--- src/rtl/coherent_sum_writer.sv ---
// coherent_sum_writer: queues correlator coherent-sum dumps and writes them into the
// shared coherent RAM, either directly or as a saturating read-modify-write accumulate.
module coherent_sum_writer #(
    parameter int unsigned FIFO_DEPTH = 8,
    parameter int unsigned ADDR_WIDTH = 10
) (
    input  logic                  clk,
    input  logic                  rst_b,
    input  logic                  channel_start,
    input  logic [ADDR_WIDTH-1:0] coh_base_addr,
    input  logic                  channel_done,
    input  logic                  coherent_sum_valid,
    input  logic [4:0]            cor_index,
    input  logic [15:0]           i_coherent_sum,
    input  logic [15:0]           q_coherent_sum,
    output logic                  mem_req,
    output logic                  mem_we,
    output logic [ADDR_WIDTH-1:0] mem_addr,
    output logic [31:0]           mem_wdata,
    input  logic                  mem_gnt,
    input  logic [31:0]           mem_rdata,
    input  logic                  status_clear,
    output logic                  busy,
    output logic                  flush_done,
    output logic                  fifo_overflow,
    output logic                  sat_flag,
    output logic                  overwrite_seen
);
    localparam int unsigned PTR_W = $clog2(FIFO_DEPTH);

    typedef enum logic [1:0] {IDLE, RD_REQ, RD_WAIT, WR_REQ} state_e;

    typedef struct packed {
        logic [ADDR_WIDTH-1:0] addr;
        logic                  ow;
        logic                  nw;
        logic [15:0]           i;
        logic [15:0]           q;
    } entry_t;

    state_e                state_q, state_d;
    logic [ADDR_WIDTH-1:0] base_q;
    logic [ADDR_WIDTH-1:0] mem_addr_q, mem_addr_d;
    logic [31:0]           mem_wdata_q, mem_wdata_d;
    logic                  pending_q, pending_d;
    logic                  ovf_q, sat_q, ow_q;

    entry_t                fifo_q [FIFO_DEPTH];
    logic [PTR_W-1:0]      wr_ptr_q, rd_ptr_q;
    logic [PTR_W:0]        count_q;

    entry_t                head, push_entry;
    logic                  full, empty, push, pop;
    logic                  sat_evt, flush_fire;
    logic [16:0]           acc_i, acc_q;

    // Bit 16 of the result flags that the 17-bit signed sum was clamped.
    function automatic logic [16:0] sat_add(input logic [15:0] a, input logic [15:0] b);
        logic [16:0] s;
        s = {a[15], a} + {b[15], b};
        if (s[16] != s[15]) begin
            return {1'b1, (s[16] ? 16'h8000 : 16'h7FFF)};
        end
        return {1'b0, s[15:0]};
    endfunction

    assign full  = (count_q == (PTR_W+1)'(FIFO_DEPTH));
    assign empty = (count_q == '0);
    assign push  = coherent_sum_valid & ~full;
    assign pop   = (state_q == WR_REQ) & mem_gnt;
    assign head  = fifo_q[rd_ptr_q];

    // Address uses the base held before any same-cycle channel_start update.
    assign push_entry = '{addr: base_q + ADDR_WIDTH'(cor_index[4:2]),
                          ow:   cor_index[1],
                          nw:   cor_index[0],
                          i:    i_coherent_sum,
                          q:    q_coherent_sum};

    always_ff @(posedge clk) begin
        if (push) begin
            fifo_q[wr_ptr_q] <= push_entry;
        end
    end

    always_ff @(posedge clk) begin
        if (!rst_b) begin
            wr_ptr_q <= '0;
            rd_ptr_q <= '0;
            count_q  <= '0;
        end else begin
            if (push) wr_ptr_q <= wr_ptr_q + PTR_W'(1);
            if (pop)  rd_ptr_q <= rd_ptr_q + PTR_W'(1);
            case ({push, pop})
                2'b10:   count_q <= count_q + (PTR_W+1)'(1);
                2'b01:   count_q <= count_q - (PTR_W+1)'(1);
                default: count_q <= count_q;
            endcase
        end
    end

    assign acc_i = sat_add(mem_rdata[31:16], head.i);
    assign acc_q = sat_add(mem_rdata[15:0],  head.q);

    always_comb begin
        state_d     = state_q;
        mem_addr_d  = mem_addr_q;
        mem_wdata_d = mem_wdata_q;
        sat_evt     = 1'b0;
        case (state_q)
            IDLE: begin
                if (!empty) begin
                    mem_addr_d = head.addr;
                    if (head.nw) begin
                        mem_wdata_d = {head.i, head.q};
                        state_d     = WR_REQ;
                    end else begin
                        state_d = RD_REQ;
                    end
                end
            end
            RD_REQ: begin
                if (mem_gnt) state_d = RD_WAIT;
            end
            RD_WAIT: begin
                mem_wdata_d = {acc_i[15:0], acc_q[15:0]};
                sat_evt     = acc_i[16] | acc_q[16];
                state_d     = WR_REQ;
            end
            WR_REQ: begin
                if (mem_gnt) state_d = IDLE;
            end
            default: state_d = IDLE;
        endcase
    end

    assign flush_fire = pending_q & empty & (state_q == IDLE);
    assign pending_d  = flush_fire ? 1'b0 : (pending_q | channel_done);

    always_ff @(posedge clk) begin
        if (!rst_b) begin
            state_q     <= IDLE;
            base_q      <= '0;
            mem_addr_q  <= '0;
            mem_wdata_q <= '0;
            pending_q   <= 1'b0;
            ovf_q       <= 1'b0;
            sat_q       <= 1'b0;
            ow_q        <= 1'b0;
        end else begin
            state_q     <= state_d;
            mem_addr_q  <= mem_addr_d;
            mem_wdata_q <= mem_wdata_d;
            pending_q   <= pending_d;
            if (channel_start) base_q <= coh_base_addr;
            // A set event in the same cycle as status_clear wins.
            ovf_q <= (coherent_sum_valid & full) | (ovf_q & ~status_clear);
            sat_q <= sat_evt | (sat_q & ~status_clear);
            ow_q  <= (pop & head.ow) | (ow_q & ~status_clear);
        end
    end

    assign mem_req        = (state_q == RD_REQ) | (state_q == WR_REQ);
    assign mem_we         = (state_q == WR_REQ);
    assign mem_addr       = mem_addr_q;
    assign mem_wdata      = mem_wdata_q;
    assign busy           = ~empty | (state_q != IDLE);
    assign flush_done     = flush_fire;
    assign fifo_overflow  = ovf_q;
    assign sat_flag       = sat_q;
    assign overwrite_seen = ow_q;

endmodule
--- config.mk ---
export PLATFORM = sky130hd
export DESIGN_NAME = coherent_sum_writer
export DESIGN_NICKNAME = d
export VERILOG_FILES = /design/src/rtl/coherent_sum_writer.sv
export SDC_FILE = /design/constraint.sdc
export NUM_CORES = 1
export LEC_CHECK = 0
export CORE_UTILIZATION = 55
export CTS_CLUSTER_DIAMETER = 30
export CTS_CLUSTER_SIZE = 30
export DETAILED_ROUTE_END_ITERATION = 8
export PLACE_DENSITY = 0.74
export SLEW_MARGIN = 20
export SYNTH_ARGS = -nofsm -noshare
export SYNTH_HDL_FRONTEND = slang
export SYNTH_SLANG_ARGS = --single-unit
export TNS_END_PERCENT = 10
--- constraint.sdc ---
create_clock -name clk -period 6.7 [get_ports clk]
set_input_delay 0.67 -clock clk [delete_from_list [all_inputs] [get_ports clk]]
set_output_delay 0.67 -clock clk [all_outputs]
set_load 0.02 [all_outputs]
==> out/results.md <==
| Item | This run | Unit |
| --- | --- | --- |
| Die Ht | 183 | um |
| Largest net degree at the start of global routing | 51 | - |
| Vias post-DR | 10.6k | - |
| Post-synthesis net count | 1236 | - |
| Layout cell share with drive strength beyond 1 | 22.3 | % |
| Peak VDD IR | 0.000245 | V |
| Per-cell via count in the routed design | 5.94 | - |
| Most frequently used flop master after synthesis | sky130_fd_sc_hd__edfxtp_1 | - |
| Post-Place Cell Area | 19900 | um2 |
| Post-Syn Area per Cell | 16.4 | um2 |
| Class of the most critical setup path | flip-flop to flip-flop | - |
| Initial antenna violation count | 2 | - |
| Global-route wire length before repair | 63.8 | mm |
| Final setup violating endpoints | 0 | - |
| Count of instances resized after the clock tree is built | 0 | - |
| Post CTS Setup Buffer Count | 0 | - |
| Final weighted congestion of routability-driven global placement | 0.888 | - |
| Total Die Area | 33500 | um2 |
| Num rows | 65 | - |
| Total routing resource utilization after global routing | 25.7 | % |
| Count of distinct cell types in the synthesized netlist | 71 | - |
| Core box area | 31900 | um2 |
| Relative max-transition margin | 32.2 | % |
| Worst Skew | 0.0311 | ns |
| Pleak | 7.81 | nW |
| Remaining routing DRC violations | 0 | - |
| Number of flip-flops and latches in the synthesized netlist | 423 | - |
| Aggregate routed wire length | 41.6 | mm |
| Post-Place Cells | 1639 | - |
| Element type at the critical path end | flip-flop | - |
| Die Width | 183 | um |
| Final cell utilization of the core | 71.2 | % |
| Length of the first detailed-routing pass in iterations | 6 | - |
| Final number of hold-violating endpoints | 0 | - |
| Nature of the critical path startpoint | flip-flop | - |
| Period minus WS final | 5.46 | ns |
| Starting utilization of the core area | 56.5 | % |
| Source-to-sink clock delay at the later pin of the worst-skew pair | 0.59 | ns |
| Share of the synthesized area in the top cell type | 58.7 | % |
| Cell taking the most area after synthesis | sky130_fd_sc_hd__edfxtp_1 | - |
| Area contributors post-synth | sky130_fd_sc_hd__edfxtp_1 59%, sky130_fd_sc_hd__mux4_2 11%, sky130_fd_sc_hd__dfxtp_1 7.9%, sky130_fd_sc_hd__ha_1 3.3%, sky130_fd_sc_hd__mux2_2 1.9% | - |
| Net count of the finished layout | 1425 | - |
| Vias in the first global route | 10.9k | - |
| Required time of the worst setup path | 7.17 | ns |
| Total power density per cell area | 373 | nW/um2 |
| Count of placed standard cells in the final layout, fillers left out | 1793 | - |
| Number of DRC markers after the initial detailed-route iteration | 875 | - |
| Detail Placement HPWL | 24.0 | mm |
| Kind of path behind the tightest hold check | flip-flop to flip-flop | - |
| Routed WL per cell | 23.2 | um |
| Accumulated negative setup slack | 0 | ns |
| Cts hold-fix bufs | 0 | - |
| Boundary Pins | 135 | - |
| Most frequently used cell type in the post-synthesis netlist | sky130_fd_sc_hd__edfxtp_1 | - |
| Upper clock frequency limit | 183 | MHz |
| Number of buffers added on ports | 134 | - |
| CTS max path bufs | 3 | - |
| Final count of pins violating max slew | 0 | - |
| CTS tree | yes | - |
| Slew of the pin with the lowest slew margin | 1.01 | ns |
| Asr flop ratio synth | 0 | % |
| Aggregate global routing overflow | 0 | - |
| Run status | completed | - |
| Cell area after synthesis | 18000 | um2 |
| Layout Area Growth over Synthesis | 26.0 | % |
| Root buffer cell | sky130_fd_sc_hd__clkbuf_16 | - |
| Gate count after technology mapping | 1099 | - |
| H-tree Lvls | 3 | - |
| Warnings, synthesis | 0 | - |
| Worst EP arrival | 5.93 | ns |
| Register area share after synthesis | 66.6 | % |
| Total power draw | 0.00846 | W |
| Unrepaired setup endpoints after global routing | false | - |
| Share of the clock period used by the worst path after layout | 81.5 | % |
| Number of buffers inserted during clock tree synthesis | 82 | - |
| Final std cell area, no fill | 22700 | um2 |
| TritonCTS Sinks | 423 | - |
| Top cells by instance count after synthesis | 352 x sky130_fd_sc_hd__edfxtp_1, 88 x sky130_fd_sc_hd__mux4_2, 71 x sky130_fd_sc_hd__dfxtp_1, 65 x sky130_fd_sc_hd__nor2_1, 63 x sky130_fd_sc_hd__nand2_1 | - |
| CP max FO | 35 | - |
| Number of maximum-capacitance constraint violations | 0 | - |
| Count of flip-flops with a built-in enable after synthesis | 352 | - |
| Number of nets with antenna violations after routing | 0 | - |
| CTS clock-pin slew for the worst setup and hold paths | 0.06 | ns |
==> state kept, by name (all words and copies together) (netlist names), 2 cells and up, named ones only <==
signal,flops
base_q,10
count_q,4
fifo_q,352
mem_addr,10
mem_wdata,32
rd_ptr_q,3
state_q,2
wr_ptr_q,3
==> through the flow <==
step	hold WS, ns	setup WS [ns]
3_3_place_gp	0.439	1.51
2_1_floorplan	0.454	0.878
3_5_place_dp	0.441	1.35
5_1_grt	0.466	0.824
4_1_cts	0.447	1.23
6_report	0.442	1.24
==> layout make-up <==
type / count / area (um2)
diodes: 1 / 2.50
clock buffers: 96 / 2170
clock inverters: 57 / 627
fillers: 2021 / 9190
inverters: 28 / 105
multi-input cells: 600 / 5740
flip-flops and latches: 423 / 12000
well taps: 435 / 544
repair buffers: 153 / 1510
==> cell families after synthesis <==
family / after synthesis / synth area share, %
mux: 142 / 14.2
buf+inv: 76 / 1.84
xor+xnor: 39 / 1.90
compound gates: 178 / 6.81
fa+ha+maj: 52 / 3.76
simple gates: 189 / 4.90
flops: 423 / 66.6
==> worst max-delay path: stages, from the launching register on <==
cell and delay [ns]:
sky130_fd_sc_hd__dfxtp_4 0.86, sky130_fd_sc_hd__mux4_2 0.59, sky130_fd_sc_hd__mux2i_1 0.34, sky130_fd_sc_hd__inv_1 0.10
sky130_fd_sc_hd__ha_1 0.29, sky130_fd_sc_hd__a21o_1 0.21, sky130_fd_sc_hd__a221oi_2 0.40, sky130_fd_sc_hd__a2111oi_2 0.18
sky130_fd_sc_hd__o41ai_2 0.30, sky130_fd_sc_hd__o21ai_0 0.20, sky130_fd_sc_hd__xnor2_1 0.18, sky130_fd_sc_hd__ha_1 0.65
sky130_fd_sc_hd__o211ai_1 0.19, sky130_fd_sc_hd__nand2_1 0.41, sky130_fd_sc_hd__a211oi_1 0.13, sky130_fd_sc_hd__nor4_1 0.28
==> routing by layer <==
layer	share of wire (%)	GRT usage, %	vias up	wire, um
met5	0.031	0	-	13
met4	2.0	8.77	2	814
met3	7.3	5.34	60	3050
met2	48	40.7	419	19900
met1	43	35.9	5407	17900
li1	-	-	4757	-
==> final timing paths <==
path / start / end / slack [ns] / cells after the start
hold / removal: mem_wdata[26] / mem_wdata[26] / 0.44 / 2
setup / recovery: flip-flop / mem_wdata[12] / 1.24 / 15
setup reg to reg: flip-flop / mem_wdata[12] / 1.24 / 15
hold reg to reg: mem_wdata[26] / mem_wdata[26] / 0.44 / 2
==> power by group <==
part | internal [W] | leakage (nW) | switching (W)
registers | 0.00302 | 3.79 | 0.0000913
logic | 0.000558 | 2.68 | 0.000761
clock network | 0.00263 | 1.35 | 0.00141
==> placed cells by master, fill, tap and decap left out, drive strengths merged, types with 5 or more instances in the layout <==
| cell type | netlist | final |
|---|---|---|
| mux4 | 88 | 88 |
| nand2 | 63 | 63 |
| dfxtp | 71 | 71 |
| clkdlybuf4s50 | 0 | 134 |
| nand2b | 10 | 10 |
| a31oi | 5 | 5 |
| nor2b | 6 | 6 |
| or3 | 5 | 5 |
| inv | 28 | 45 |
| o21ai | 45 | 45 |
| xnor2 | 23 | 23 |
| buf | 27 | 19 |
| bufinv | 0 | 7 |
| edfxtp | 352 | 352 |
| o211a | 10 | 10 |
| xor2 | 16 | 16 |
| mux2i | 24 | 24 |
| mux2 | 30 | 30 |
| clkbuf | 21 | 96 |
| nor3 | 14 | 14 |
| nor2 | 66 | 66 |
| clkinv | 0 | 26 |
| nor4 | 6 | 6 |
| a21o | 11 | 11 |
| ha | 47 | 47 |
| a211oi | 19 | 19 |
| o211ai | 5 | 5 |
| and3 | 5 | 5 |
| a21oi | 43 | 43 |
| o221ai | 9 | 9 |
| clkinvlp | 0 | 7 |
Note: power is estimated with default switching activity, not from simulation.
